--- src/rtl/uart_echo_fifo_if.sv ---
// Receiver/transmitter handshake bundle seen by uart_echo_fifo.
// The slave side is the echo block; the master side is the UART pair (or a bench).
interface uart_echo_fifo_if #(
    parameter int DATA_WIDTH = 8
);
    logic                  rx_ready;
    logic [DATA_WIDTH-1:0] rx_data;
    logic                  rx_ferr;
    logic                  tx_busy;
    logic                  tx_start;
    logic [DATA_WIDTH-1:0] tx_data;

    modport master (
        output rx_ready, rx_data, rx_ferr, tx_busy,
        input  tx_start, tx_data
    );

    modport slave (
        input  rx_ready, rx_data, rx_ferr, tx_busy,
        output tx_start, tx_data
    );
endinterface

--- src/rtl/uart_echo_fifo.sv ---
// Buffers received UART words in a FIFO, applies a per-word transform at write
// time and replays them to the transmitter with a start/busy handshake.
module uart_echo_fifo #(
    parameter int DATA_WIDTH  = 8,
    parameter int DEPTH_LOG2  = 4,
    parameter int ACK_TIMEOUT = 4
) (
    input  logic                  clock,
    input  logic                  resetn,
    uart_echo_fifo_if.slave       bus,
    input  logic [1:0]            mode,
    input  logic                  clear_overflow,
    output logic [DEPTH_LOG2:0]   fifo_count,
    output logic                  overflow
);
    localparam int DEPTH = 1 << DEPTH_LOG2;
    localparam int CW    = DEPTH_LOG2 + 1;
    localparam int TW    = (ACK_TIMEOUT < 2) ? 1 : $clog2(ACK_TIMEOUT + 1);
    localparam logic [CW-1:0] FULL    = CW'(DEPTH);
    localparam logic [TW-1:0] TO_LAST = TW'(ACK_TIMEOUT);

    typedef enum logic [1:0] {IDLE, START, WAIT_ACK, WAIT_DONE} state_t;

    state_t                  state;
    logic [TW-1:0]           to_cnt;
    logic [DATA_WIDTH-1:0]   mem [DEPTH];
    logic [DEPTH_LOG2-1:0]   wr_ptr, rd_ptr;
    logic [DATA_WIDTH-1:0]   wr_word;
    logic                    push_req, push, pop, ovf_set;

    always_comb begin
        wr_word = bus.rx_data;
        case (mode)
            2'b01:   wr_word = ~bus.rx_data;
            2'b10:   wr_word = bus.rx_data + DATA_WIDTH'(1);
            default: wr_word = bus.rx_data;
        endcase
    end

    // Pop uses the registered count, so a word written this edge is never
    // replayed on the same edge; a full FIFO still accepts when a pop frees room.
    assign pop      = (state == IDLE) && (fifo_count != '0) && !bus.tx_busy;
    assign push_req = bus.rx_ready && !bus.rx_ferr && (mode != 2'b11);
    assign push     = push_req && ((fifo_count != FULL) || pop);
    assign ovf_set  = push_req && !push;

    always_ff @(posedge clock) begin
        if (push) mem[wr_ptr] <= wr_word;
    end

    always_ff @(posedge clock or negedge resetn) begin
        if (!resetn) begin
            wr_ptr     <= '0;
            rd_ptr     <= '0;
            fifo_count <= '0;
            overflow   <= 1'b0;
        end else begin
            if (push) wr_ptr <= wr_ptr + DEPTH_LOG2'(1);
            if (pop)  rd_ptr <= rd_ptr + DEPTH_LOG2'(1);
            case ({push, pop})
                2'b10:   fifo_count <= fifo_count + CW'(1);
                2'b01:   fifo_count <= fifo_count - CW'(1);
                default: fifo_count <= fifo_count;
            endcase
            if (ovf_set)             overflow <= 1'b1;
            else if (clear_overflow) overflow <= 1'b0;
        end
    end

    always_ff @(posedge clock or negedge resetn) begin
        if (!resetn) begin
            state        <= IDLE;
            to_cnt       <= '0;
            bus.tx_start <= 1'b0;
            bus.tx_data  <= '0;
        end else begin
            bus.tx_start <= 1'b0;
            case (state)
                IDLE: if (pop) begin
                    bus.tx_data  <= mem[rd_ptr];
                    bus.tx_start <= 1'b1;
                    state        <= START;
                end
                START: begin
                    to_cnt <= '0;
                    state  <= WAIT_ACK;
                end
                // A transmitter that never raises busy is treated as having sent the word.
                WAIT_ACK: begin
                    if (bus.tx_busy) begin
                        state <= WAIT_DONE;
                    end else begin
                        to_cnt <= to_cnt + TW'(1);
                        if (to_cnt + TW'(1) == TO_LAST) state <= IDLE;
                    end
                end
                WAIT_DONE: if (!bus.tx_busy) state <= IDLE;
                default: state <= IDLE;
            endcase
        end
    end
endmodule

--- src/flat_wrapper.sv ---
// flat-port wrapper written by rule: the top's interface ports become plain ports
module uart_echo_fifo_flat 
#(
    parameter int DATA_WIDTH  = 8,
    parameter int DEPTH_LOG2  = 4,
    parameter int ACK_TIMEOUT = 4
)
  (clock, resetn, mode, clear_overflow, fifo_count, overflow, bus_rx_ready, bus_rx_data, bus_rx_ferr, bus_tx_busy, bus_tx_start, bus_tx_data);
  uart_echo_fifo_if #(.DATA_WIDTH(DATA_WIDTH)) bus_i ();
  input  logic clock;
  input  logic resetn;
  input  logic [1:0] mode;
  input  logic clear_overflow;
  output logic [DEPTH_LOG2:0] fifo_count;
  output logic overflow;
  input wire logic [$bits(bus_i.rx_ready)-1:0] bus_rx_ready;
  input wire logic [$bits(bus_i.rx_data)-1:0] bus_rx_data;
  input wire logic [$bits(bus_i.rx_ferr)-1:0] bus_rx_ferr;
  input wire logic [$bits(bus_i.tx_busy)-1:0] bus_tx_busy;
  output wire logic [$bits(bus_i.tx_start)-1:0] bus_tx_start;
  output wire logic [$bits(bus_i.tx_data)-1:0] bus_tx_data;
  assign bus_i.rx_ready = bus_rx_ready;
  assign bus_i.rx_data = bus_rx_data;
  assign bus_i.rx_ferr = bus_rx_ferr;
  assign bus_i.tx_busy = bus_tx_busy;
  assign bus_tx_start = bus_i.tx_start;
  assign bus_tx_data = bus_i.tx_data;
  uart_echo_fifo #(.DATA_WIDTH(DATA_WIDTH), .DEPTH_LOG2(DEPTH_LOG2), .ACK_TIMEOUT(ACK_TIMEOUT)) u_core (.clock(clock), .resetn(resetn), .bus(bus_i), .mode(mode), .clear_overflow(clear_overflow), .fifo_count(fifo_count), .overflow(overflow));
endmodule
--- config.mk ---
export PLATFORM = sky130hd
export DESIGN_NAME = uart_echo_fifo_flat
export DESIGN_NICKNAME = d
export VERILOG_FILES = /design/src/rtl/uart_echo_fifo_if.sv /design/src/rtl/uart_echo_fifo.sv /design/src/flat_wrapper.sv
export SDC_FILE = /design/constraint.sdc
export NUM_CORES = 1
export LEC_CHECK = 0
export BUFFER_PORTS_ARGS = -buffer_cell sky130_fd_sc_hd__buf_4
export CAP_MARGIN = 40
export CORE_MARGIN = 8
export CORE_UTILIZATION = 55
export CTS_CLUSTER_SIZE = 14
export DETAILED_ROUTE_END_ITERATION = 7
export PLACE_DENSITY = 0.73
export SLEW_MARGIN = 20
export SYNTH_ARGS = -nofsm -noshare
export SYNTH_HDL_FRONTEND = slang
export SYNTH_SLANG_ARGS = --single-unit
--- constraint.sdc ---
create_clock -name clock -period 2.9 [get_ports clock]
set_input_delay 0.435 -clock clock [delete_from_list [all_inputs] [get_ports clock]]
set_output_delay 0.435 -clock clock [all_outputs]
set_load 0.02 [all_outputs]
==> results.tsv, run 1 <==
stage	metric	value	unit
clock_tree	number of clock sinks	156	
sta	Final Hold Vio Count	0	
worst_setup_path	cell count along the critical path	9	
layout	Fillers	799	
sta	final worst slack	0.211	ns
route	DR iter-0 viols	311	
clock_tree	postcts setup bufs	0	
worst_setup_path	endpoint class of the critical path	flop	
clock_tree	CTS Buf Count	17	
synthesis	Yosys Warn Count	0	
global_routing	initial antenna violation count	0	
worst_setup_path	CP required	3.22	ns
placement	detailed placer's ending HPWL	8.69	mm
job	max cap viols	0	
sta	RSZ-0062 raised after global routing	no	
sta	relative slew slack	0.500	
sta	Final Max Slew Viols	0	
synthesis	Avg Inst Size Synth	16.9	um2
clock_tree	CTS tree	built	
synthesis	post-synth top area cell	edfxtp_1	
synthesis	mux contribution to synthesized area	0.134	
layout	diode count	0	
worst_setup_path	critical path cell sequence	or4_4 > nor2_1 > or2_2 > inv_1 > ha_1 > nand2b_1 > a2111oi_2 > o21ba_2 > o221ai_1	
layout	design area	7790	um2
route	Routed WL	13.4	mm
floorplan	# IOs	31	
layout	final core occ	0.648	
global_routing	GRT Overall Usage	0.177	
layout	most frequent cells in the layout	128 x edfxtp_1, 46 x buf_4, 32 x mux4_2, 27 x dfrtp_1, 18 x nor2_1	
synthesis	synthesized area	6740	um2
route	Routed WL per cell	22.1	um
placement	dpl ws	0.151	ns
worst_setup_path	slowest CP cell	or4_4	
floorplan	Rows	40	
layout	commonest non-fill, non-tap cell in the layout	edfxtp_1	
route	Via density	6.02	
worst_setup_path	crit path launch type	flop	
route	Vias	3641	
global_routing	first-pass GRT wire length	21.1	mm
sta	Setup Skew	0.0134	ns
worst_setup_path	crit-path leading delay family	simple AND/OR/NAND/NOR gates	
route	DRT antenna net count	0	
worst_setup_path	crit path max fanout	5	
sta	period utilization	0.927	
clock_tree	clk slew on worst S/H paths	0.06	ns
global_routing	largest net degree at the start of global routing	35	
worst_setup_path	R2R depth	9	
run_status	status	finished, final reports clean	
synthesis	Seq/Total Area, Yosys	0.674	
placement	Placer Congestion	0.771	
worst_setup_path	path type of the worst setup path	reg2reg	
route	DRC errors left	0	
layout	Nets	476	
clock_tree	CTS max path bufs	2	
floorplan	initial core utilization	0.561	
pwr	Power Dens Cells	938	nW/um2
global_routing	vias in the first global route	3741	
synthesis	Synth Area in Adders	0.0290	
synthesis	Area contributors post-synth	edfxtp_1 57%, mux4_2 11%, dfrtp_1 10%, ha_1 2.6%, mux2_2 1.5%	
min_path	worst hold path stage count	2	
layout	layout cells sized above 1	0.290	
clock_tree	CTS resizes	0	
pwr	Tot Pwr	7.30	mW
sta	min Tclk post-route	2.69	ns
synthesis	FFs w/ async S/R, synth	0.179	
synthesis	number of flops mapped to enable cells by yosys	128	
worst_setup_path	CP Data Arrival Time	3.01	ns
floorplan	Core Box Area	12000	um2
min_path	worst hold path type	in2reg	
worst_setup_path	Crit path buffers/inverters	1	
synthesis	Synth Flop Type	edfxtp_1	
clock_tree	worst skew pair latency	0.43	ns
worst_setup_path	critical path's largest stage delay	0.60	ns
global_routing	Congestion Overflow GR	0	
sta	Worst Max-Slew Pin Slew	0.751	ns
synthesis	Post-Synthesis Cells	398	
synthesis	Synthesized Nets	429	
route	drt first pass iters	4	
clock_tree	Clock Tree Root	clkbuf_16	
synthesis	Synth Area in Compound Gates	0.0612	
sta	fmax	0.372	GHz
synthesis	simple-gate share of the synthesized area	0.0622	
sta	Setup violations, final	0	
synthesis	post-synth top area share	0.570	
clock_tree	H-Tree Depth	4	
synthesis	Yosys cell types	49	
floorplan	Die ar.	16100	um2
synthesis	main combinational cell family by area after synthesis	multiplexers	
floorplan	Die W	127	um
placement	Post-DP Area	7180	um2
layout	area grow syn2layout	15.5	%
floorplan	die height	127	um
synthesis	flops & latches, synth	156	
pwr	peak supply drop	0.000498	V
sta	setup tns final	0	ns
pwr	Leak Pwr	2.75	nW
placement	IO buf count	30	
synthesis	XOR/XNOR Fraction of Synth Area	0.0143	
[cells in the mapped netlist (all sizes together) (2+ instances only)]
cell type,number
edfxtp,128
mux4,32
dfrtp,28
nor2,18
nand2,16
o22ai,16
inv,15
a21oi,14
buf,14
ha,14
and2,12
mux2,11
xnor2,9
o21ai,7
o221ai,7
clkbuf,6
mux2i,6
nor3,6
nand3,5
nand2b,3
nand4,3
o211ai,3
a21o,2
a221oi,2
a22oi,2
nor3b,2
or2,2
xor2,2
[layer usage]
layer	wire, um	track usage	up-vias
li1	-	-	1667
met1	5910	0.228	1862
met2	6580	0.280	102
met3	779	0.0452	10
met4	111	0.0812	0
met5	0	0	-
[state kept, by name, summed over array words and instances (netlist names)]
name	flops
u_core.to_cnt	3
u_core.wr_ptr	4
u_core.fifo_count	5
u_core.overflow	1
u_core.bus.tx_start	1
u_core.rd_ptr	4
u_core.state	2
u_core.bus.tx_data	8
u_core.mem	128
[kinds of logic after synthesis]
| kind of cell | count (synthesis) |
|---|---|
| DFF | 156 |
| and+or+nand+nor | 75 |
| AOI/OAI and AO/OA | 57 |
| muxes | 49 |
| buffers and inverters | 35 |
| adders and majority gates | 15 |
| xor gates and xnor gates | 11 |
[worst register-to-register path: stages (launching register included)]
cell	delay, ns
dfrtp_1	0.46
or4_4	0.60
nor2_1	0.12
or2_2	0.14
inv_1	0.07
ha_1	0.34
nand2b_1	0.11
a2111oi_2	0.37
o21ba_2	0.21
o221ai_1	0.17
[cell type report]
type / count / area, um2 / share of cell area
sequential: 156 / 4550 / 0.584
multi-input combinational: 207 / 2030 / 0.260
clock buffer: 17 / 425 / 0.0546
timing repair buffer: 48 / 375 / 0.0482
tap: 147 / 184 / 0.0236
clock inverter: 15 / 173 / 0.0222
inverter: 15 / 56.3 / 0.00723
[final timing paths]
check                                          start              endpoint  slack, ns
worst max-delay path            u_core.fifo_count[1]  u_core.fifo_count[4]       0.21
worst min-delay path                  clear_overflow       u_core.overflow       0.22
worst max register to register  u_core.fifo_count[1]  u_core.fifo_count[4]       0.21
worst min register to register       u_core.overflow       u_core.overflow       0.54
max in group asynchronous                     resetn      u_core.rd_ptr[1]       2.11
min in group asynchronous                     resetn      u_core.wr_ptr[3]       0.48
[power by group]
group	switching (mW)	internal [mW]
combinational	1.05	0.996
sequential	0.322	2.72
clock	0.867	1.35
[repair_timing]
item | in CTS | in global routing
hold endpoints to repair | 28 | 0
endpoints found under the setup margin | 0 | 0
hold buffers | 1 | 0
[through the flow]
| stage | cells | hold slack [ns] |
|---|---|---|
| floorplan | 398 | 0.139 |
| global placement | 571 | 0.382 |
| detailed placement | 572 | 0.384 |
| CTS | 605 | 0.202 |
| global route | 605 | 0.215 |
| finish | 605 | 0.221 |
No activity file was read; power rests on OpenSTA's default activity.
==> run 2, diff against run 1 <==
--- a/config.mk
+++ b/config.mk
@@ -7,8 +7,8 @@
 export LEC_CHECK = 0
 export BUFFER_PORTS_ARGS = -buffer_cell sky130_fd_sc_hd__buf_4
 export CAP_MARGIN = 40
-export CORE_MARGIN = 8
 export CORE_UTILIZATION = 55
+export CTS_BUF_LIST = sky130_fd_sc_hd__clkbuf_8
 export CTS_CLUSTER_SIZE = 14
 export DETAILED_ROUTE_END_ITERATION = 7
 export PLACE_DENSITY = 0.73
==> results.tsv, run 2 (synthesized netlist as in run 1, its figures left out) <==
stage	metric	value	unit
pwr	register share of total power	0.461	
pwr	peak supply drop	0.000347	V
global_routing	GRT Overall Usage	0.219	
placement	detailed placer's ending HPWL	8.08	mm
sta	RSZ-0062 raised after global routing	no	
clock_tree	H-Tree Depth	4	
min_path	worst hold path stage count	2	
layout	Fillers	882	
global_routing	largest net degree at the start of global routing	36	
worst_setup_path	critical path cell sequence	or4_4 > nor2_1 > or2_2 > inv_1 > ha_1 > nand2b_1 > a2111oi_2 > o21ba_2 > o221ai_1	
floorplan	Die ar.	12700	um2
floorplan	die height	113	um
layout	layout cells sized above 1	0.280	
floorplan	# IOs	31	
sta	Final Max Slew Viols	0	
clock_tree	CTS tree	built	
clock_tree	number of clock sinks	156	
global_routing	initial antenna violation count	0	
layout	most frequent cells in the layout	128 x edfxtp_1, 45 x buf_4, 32 x mux4_2, 27 x dfrtp_1, 20 x inv_1	
sta	final worst slack	0.341	ns
global_routing	first-pass GRT wire length	20.0	mm
route	DRT antenna net count	0	
sta	Final Hold Vio Count	0	
route	DR iter-0 viols	277	
route	Routed WL	12.5	mm
sta	fmax	0.391	GHz
run_status	status	finished, final reports clean	
route	Routed WL per cell	20.7	um
clock_tree	Clock Tree Root	clkbuf_8	
min_path	WHS Endpoint	u_core.overflow	
pwr	P_sw	2.09	mW
sta	Setup violations, final	0	
clock_tree	CTS Buf Count	17	
layout	diode count	0	
sta	Setup Skew	0.00775	ns
floorplan	Core Box Area	12000	um2
layout	Nets	475	
route	Via density	6.02	
sta	relative slew slack	0.471	
pwr	Tot Pwr	6.45	mW
placement	dpl ws	0.197	ns
global_routing	Congestion Overflow GR	0	
floorplan	Die W	113	um
worst_setup_path	crit path launch type	flop	
worst_setup_path	crit-path leading delay family	simple AND/OR/NAND/NOR gates	
min_path	hold_sp	clear_overflow	
clock_tree	postcts setup bufs	0	
route	DRC errors left	0	
worst_setup_path	crit path max fanout	5	
layout	area grow syn2layout	11.7	%
clock_tree	clk slew on worst S/H paths	0.08	ns
route	drt first pass iters	7	
layout	Largest regs	u_core.mem (128), u_core.bus.tx_data (8), u_core.fifo_count (5)	
worst_setup_path	CP Data Arrival Time	2.93	ns
global_routing	vias in the first global route	3721	
worst_setup_path	R2R depth	9	
pwr	Leak Pwr	2.64	nW
floorplan	initial core utilization	0.564	
worst_setup_path	slowest CP cell	or4_4	
worst_setup_path	worst r2r src	u_core.fifo_count[1]	
worst_setup_path	path type of the worst setup path	reg2reg	
layout	Largest Register	u_core.mem	
min_path	worst hold path type	in2reg	
layout	commonest non-fill, non-tap cell in the layout	edfxtp_1	
placement	IO buf count	30	
worst_setup_path	Reg-to-Reg End	u_core.fifo_count[4]	
placement	Placer Congestion	0.792	
sta	period utilization	0.882	
pwr	Clk pwr share	0.219	
pwr	Int Power	4.36	mW
worst_setup_path	endpoint class of the critical path	flop	
layout	number of flip-flops in the largest register	128	
worst_setup_path	critical path's largest stage delay	0.60	ns
sta	min Tclk post-route	2.56	ns
clock_tree	CTS max path bufs	2	
floorplan	Rows	40	
sta	Worst Max-Slew Pin Slew	0.793	ns
job	max cap viols	0	
route	Vias	3636	
worst_setup_path	CP required	3.27	ns
pwr	switching part of the total	0.324	
pwr	Gate power share	0.320	
worst_setup_path	slack of the worst reg-to-reg path	0.34	ns
clock_tree	worst skew pair latency	0.45	ns
pwr	Power Dens Cells	857	nW/um2
sta	setup tns final	0	ns
worst_setup_path	Crit path buffers/inverters	1	
-- run 2: per-stage QoR --
stage | util | instances | hold WS, ns | cell area, um2
floorplan | - | 398 | 0.139 | 6740
global placement | 0.600 | 571 | 0.382 | 7170
detailed placement | 0.600 | 571 | 0.388 | 7170
CTS | 0.629 | 604 | 0.144 | 7530
global route | 0.629 | 604 | 0.196 | 7530
finish | 0.629 | 604 | 0.164 | 7530
-- run 2: how the worst max path moves through the flow --
stage | to | cells after the start | slack, ns | from
after global placement | u_core.fifo_count[4] | 11 | 0.24 | mode[0]
after global routing | u_core.fifo_count[4] | 9 | 0.17 | u_core.fifo_count[1]
final | u_core.fifo_count[4] | 9 | 0.34 | u_core.fifo_count[1]
after floorplan | u_core.fifo_count[4] | 9 | 0.35 | bus_tx_busy
after CTS | u_core.fifo_count[4] | 9 | 0.33 | u_core.fifo_count[1]
after detailed placement | u_core.fifo_count[4] | 11 | 0.20 | mode[0]
-- run 2: what timing repair did --
| item | 4_1_cts | 5_1_grt |
|---|---|---|
| setup endpoints to repair | 0 | 0 |
| hold endpoints to repair | 28 | 0 |
| hold buffers | 1 | 0 |
| resized for setup | 0 | 0 |
-- run 2: layout make-up --
| class | instances | area [um2] | area share |
|---|---|---|---|
| clock buffer | 17 | 234 | 0.0311 |
| clock inverter | 15 | 114 | 0.0151 |
| inverter | 15 | 56.3 | 0.00748 |
| multi-input combinational | 207 | 2030 | 0.269 |
| sequential | 156 | 4550 | 0.604 |
| tap | 147 | 184 | 0.0244 |
| timing repair buffer | 47 | 368 | 0.0489 |
-- run 2: metal layers --
layer | vias to the layer above | wire, um | track usage
li1 | 1654 | - | -
met1 | 1847 | 5560 | 0.297
met4 | 0 | 163 | 0.0827
met3 | 14 | 679 | 0.0471
met5 | - | 0 | 0
met2 | 121 | 6110 | 0.353
-- run 2: power by group through the flow --
stage          logic, mW  clock network [mW]  registers (mW)
4_1_cts             2.10                1.44            2.97
5_1_grt             2.27                1.54            3.01
3_5_place_dp        2.09                   0            3.02
2_1_floorplan       1.48                   0            3.03
3_3_place_gp        2.05                   0            3.01
6_report            2.07                1.41            2.97
==> run 3, diff against run 2 <==
--- a/config.mk
+++ b/config.mk
@@ -6,12 +6,11 @@
 export NUM_CORES = 1
 export LEC_CHECK = 0
 export BUFFER_PORTS_ARGS = -buffer_cell sky130_fd_sc_hd__buf_4
-export CAP_MARGIN = 40
 export CORE_UTILIZATION = 55
 export CTS_BUF_LIST = sky130_fd_sc_hd__clkbuf_8
 export CTS_CLUSTER_SIZE = 14
 export DETAILED_ROUTE_END_ITERATION = 7
-export PLACE_DENSITY = 0.73
+export PLACE_DENSITY = 0.71
 export SLEW_MARGIN = 20
 export SYNTH_ARGS = -nofsm -noshare
 export SYNTH_HDL_FRONTEND = slang
==> results.tsv, run 3 (synthesized netlist as in run 1, its figures left out) <==
stage	metric	value	unit
clock_tree	postcts setup bufs	0	
floorplan	Rows	40	
clock_tree	H-Tree Depth	4	
min_path	worst hold path stage count	2	
layout	most frequent cells in the layout	128 x edfxtp_1, 48 x buf_4, 32 x mux4_2, 27 x dfrtp_1, 18 x nor2_1	
clock_tree	clk slew on worst S/H paths	0.09	ns
floorplan	# IOs	31	
worst_setup_path	worst r2r src	u_core.fifo_count[1]	
floorplan	Die W	113	um
route	Via density	5.89	
route	Routed WL per cell	20.8	um
sta	Min Hold Slack	0.177	ns
clock_tree	number of clock sinks	156	
global_routing	GRT Overall Usage	0.216	
sta	Final Max Slew Viols	0	
sta	Final Hold Vio Count	0	
sta	RSZ-0062 raised after global routing	no	
worst_setup_path	slack of the worst reg-to-reg path	0.30	ns
route	Vias	3567	
layout	layout cells sized above 1	0.296	
clock_tree	CTS tree	built	
sta	fmax	0.385	GHz
worst_setup_path	crit path launch type	flop	
pwr	Tot Pwr	6.81	mW
pwr	register share of total power	0.452	
pwr	switching part of the total	0.326	
layout	number of flip-flops in the largest register	128	
layout	diode count	0	
worst_setup_path	CP required	3.25	ns
clock_tree	Clock Tree Root	clkbuf_8	
global_routing	vias in the first global route	3626	
worst_setup_path	slowest CP cell	or4_4	
clock_tree	CTS Buf Count	17	
worst_setup_path	crit path max fanout	5	
layout	design area	7620	um2
worst_setup_path	critical path's largest stage delay	0.61	ns
placement	detailed placer's ending HPWL	8.45	mm
pwr	P_sw	2.22	mW
route	drt first pass iters	4	
min_path	hold_sp	clear_overflow	
worst_setup_path	R2R depth	9	
clock_tree	worst skew pair latency	0.44	ns
sta	Setup Skew	0.0135	ns
global_routing	first-pass GRT wire length	20.0	mm
layout	Largest regs	u_core.mem (128), u_core.bus.tx_data (8), u_core.fifo_count (5)	
floorplan	initial core utilization	0.564	
placement	Placer Congestion	0.792	
worst_setup_path	Reg-to-Reg End	u_core.fifo_count[4]	
worst_setup_path	critical path cell sequence	or4_4 > nor2_1 > or2_2 > inv_1 > ha_1 > nand2b_1 > a2111oi_2 > o21ba_2 > o221ai_1	
layout	commonest non-fill, non-tap cell in the layout	edfxtp_1	
sta	setup tns final	0	ns
pwr	Clk pwr share	0.257	
pwr	Int Power	4.59	mW
worst_setup_path	path type of the worst setup path	reg2reg	
worst_setup_path	crit-path leading delay family	simple AND/OR/NAND/NOR gates	
pwr	Leak Pwr	2.68	nW
sta	min Tclk post-route	2.60	ns
global_routing	Congestion Overflow GR	0	
worst_setup_path	endpoint class of the critical path	flop	
pwr	Gate power share	0.291	
sta	relative slew slack	0.475	
pwr	peak supply drop	0.000346	V
route	DR iter-0 viols	251	
floorplan	Die ar.	12700	um2
floorplan	die height	113	um
pwr	Power Dens Cells	894	nW/um2
route	DRC errors left	0	
sta	Worst Max-Slew Pin Slew	0.788	ns
sta	period utilization	0.895	
min_path	WHS Endpoint	u_core.overflow	
placement	Post-DP Area	7170	um2
route	DRT antenna net count	0	
job	max cap viols	0	
route	Routed WL	12.6	mm
floorplan	Core Box Area	12000	um2
placement	IO buf count	30	
min_path	worst hold path type	in2reg	
layout	area grow syn2layout	13.0	%
run_status	status	finished, final reports clean	
layout	Largest Register	u_core.mem	
clock_tree	CTS max path bufs	2	
global_routing	largest net degree at the start of global routing	29	
layout	Nets	477	
sta	Setup violations, final	0	
global_routing	initial antenna violation count	0	
worst_setup_path	Crit path buffers/inverters	1	
worst_setup_path	CP Data Arrival Time	2.95	ns
-- run 3: area by class of cell --
cell class	count	area (um2)
sequential	156	4550
clock buffer	17	234
inverter	15	56.3
clock inverter	15	198
tap	147	184
fill	785	4340
multi-input combinational	207	2030
timing repair buffer	49	370
-- run 3: layer usage --
layer | up-vias | global-route usage | part of all wire
met5 | - | 0 | 0
met4 | 0 | 0.0996 | 0.030
met3 | 25 | 0.0461 | 0.047
met2 | 116 | 0.326 | 0.46
met1 | 1773 | 0.306 | 0.46
li1 | 1653 | - | -
-- run 3: stage by stage --
step                setup WS (ns)   util  std cells
floorplan                   0.351      -        398
global placement            0.242  0.600        573
detailed placement          0.186  0.600        573
CTS                         0.314  0.637        606
global route               0.0735  0.637        606
finish                      0.305  0.637        606
-- run 3: timing repair --
action / CTS / global route
endpoints found under the hold margin: 28 / 0
hold buffers: 1 / 0
gates resized for setup: 0 / 0
-- run 3: power by group through the flow --
stage | sequential, mW | clock, mW | combinational, mW
6_report | 3.08 | 1.75 | 1.98
5_1_grt | 3.13 | 1.86 | 2.15
4_1_cts | 3.09 | 1.78 | 2.00
3_5_place_dp | 3.13 | 0 | 1.99
3_3_place_gp | 3.12 | 0 | 1.95
2_1_floorplan | 3.03 | 0 | 1.48
-- run 3: worst max-delay path by stage --
| stage | startpoint | endpoint | slack [ns] | cells past startpoint |
|---|---|---|---|---|
| after floorplan | bus_tx_busy | u_core.fifo_count[4] | 0.35 | 9 |
| after global placement | mode[0] | u_core.fifo_count[4] | 0.24 | 11 |
| after detailed placement | mode[0] | u_core.mem[0][2] | 0.19 | 7 |
| after CTS | u_core.fifo_count[1] | u_core.fifo_count[4] | 0.31 | 9 |
| after global routing | u_core.fifo_count[1] | u_core.fifo_count[4] | 0.07 | 9 |
| final | u_core.fifo_count[1] | u_core.fifo_count[4] | 0.30 | 9 |
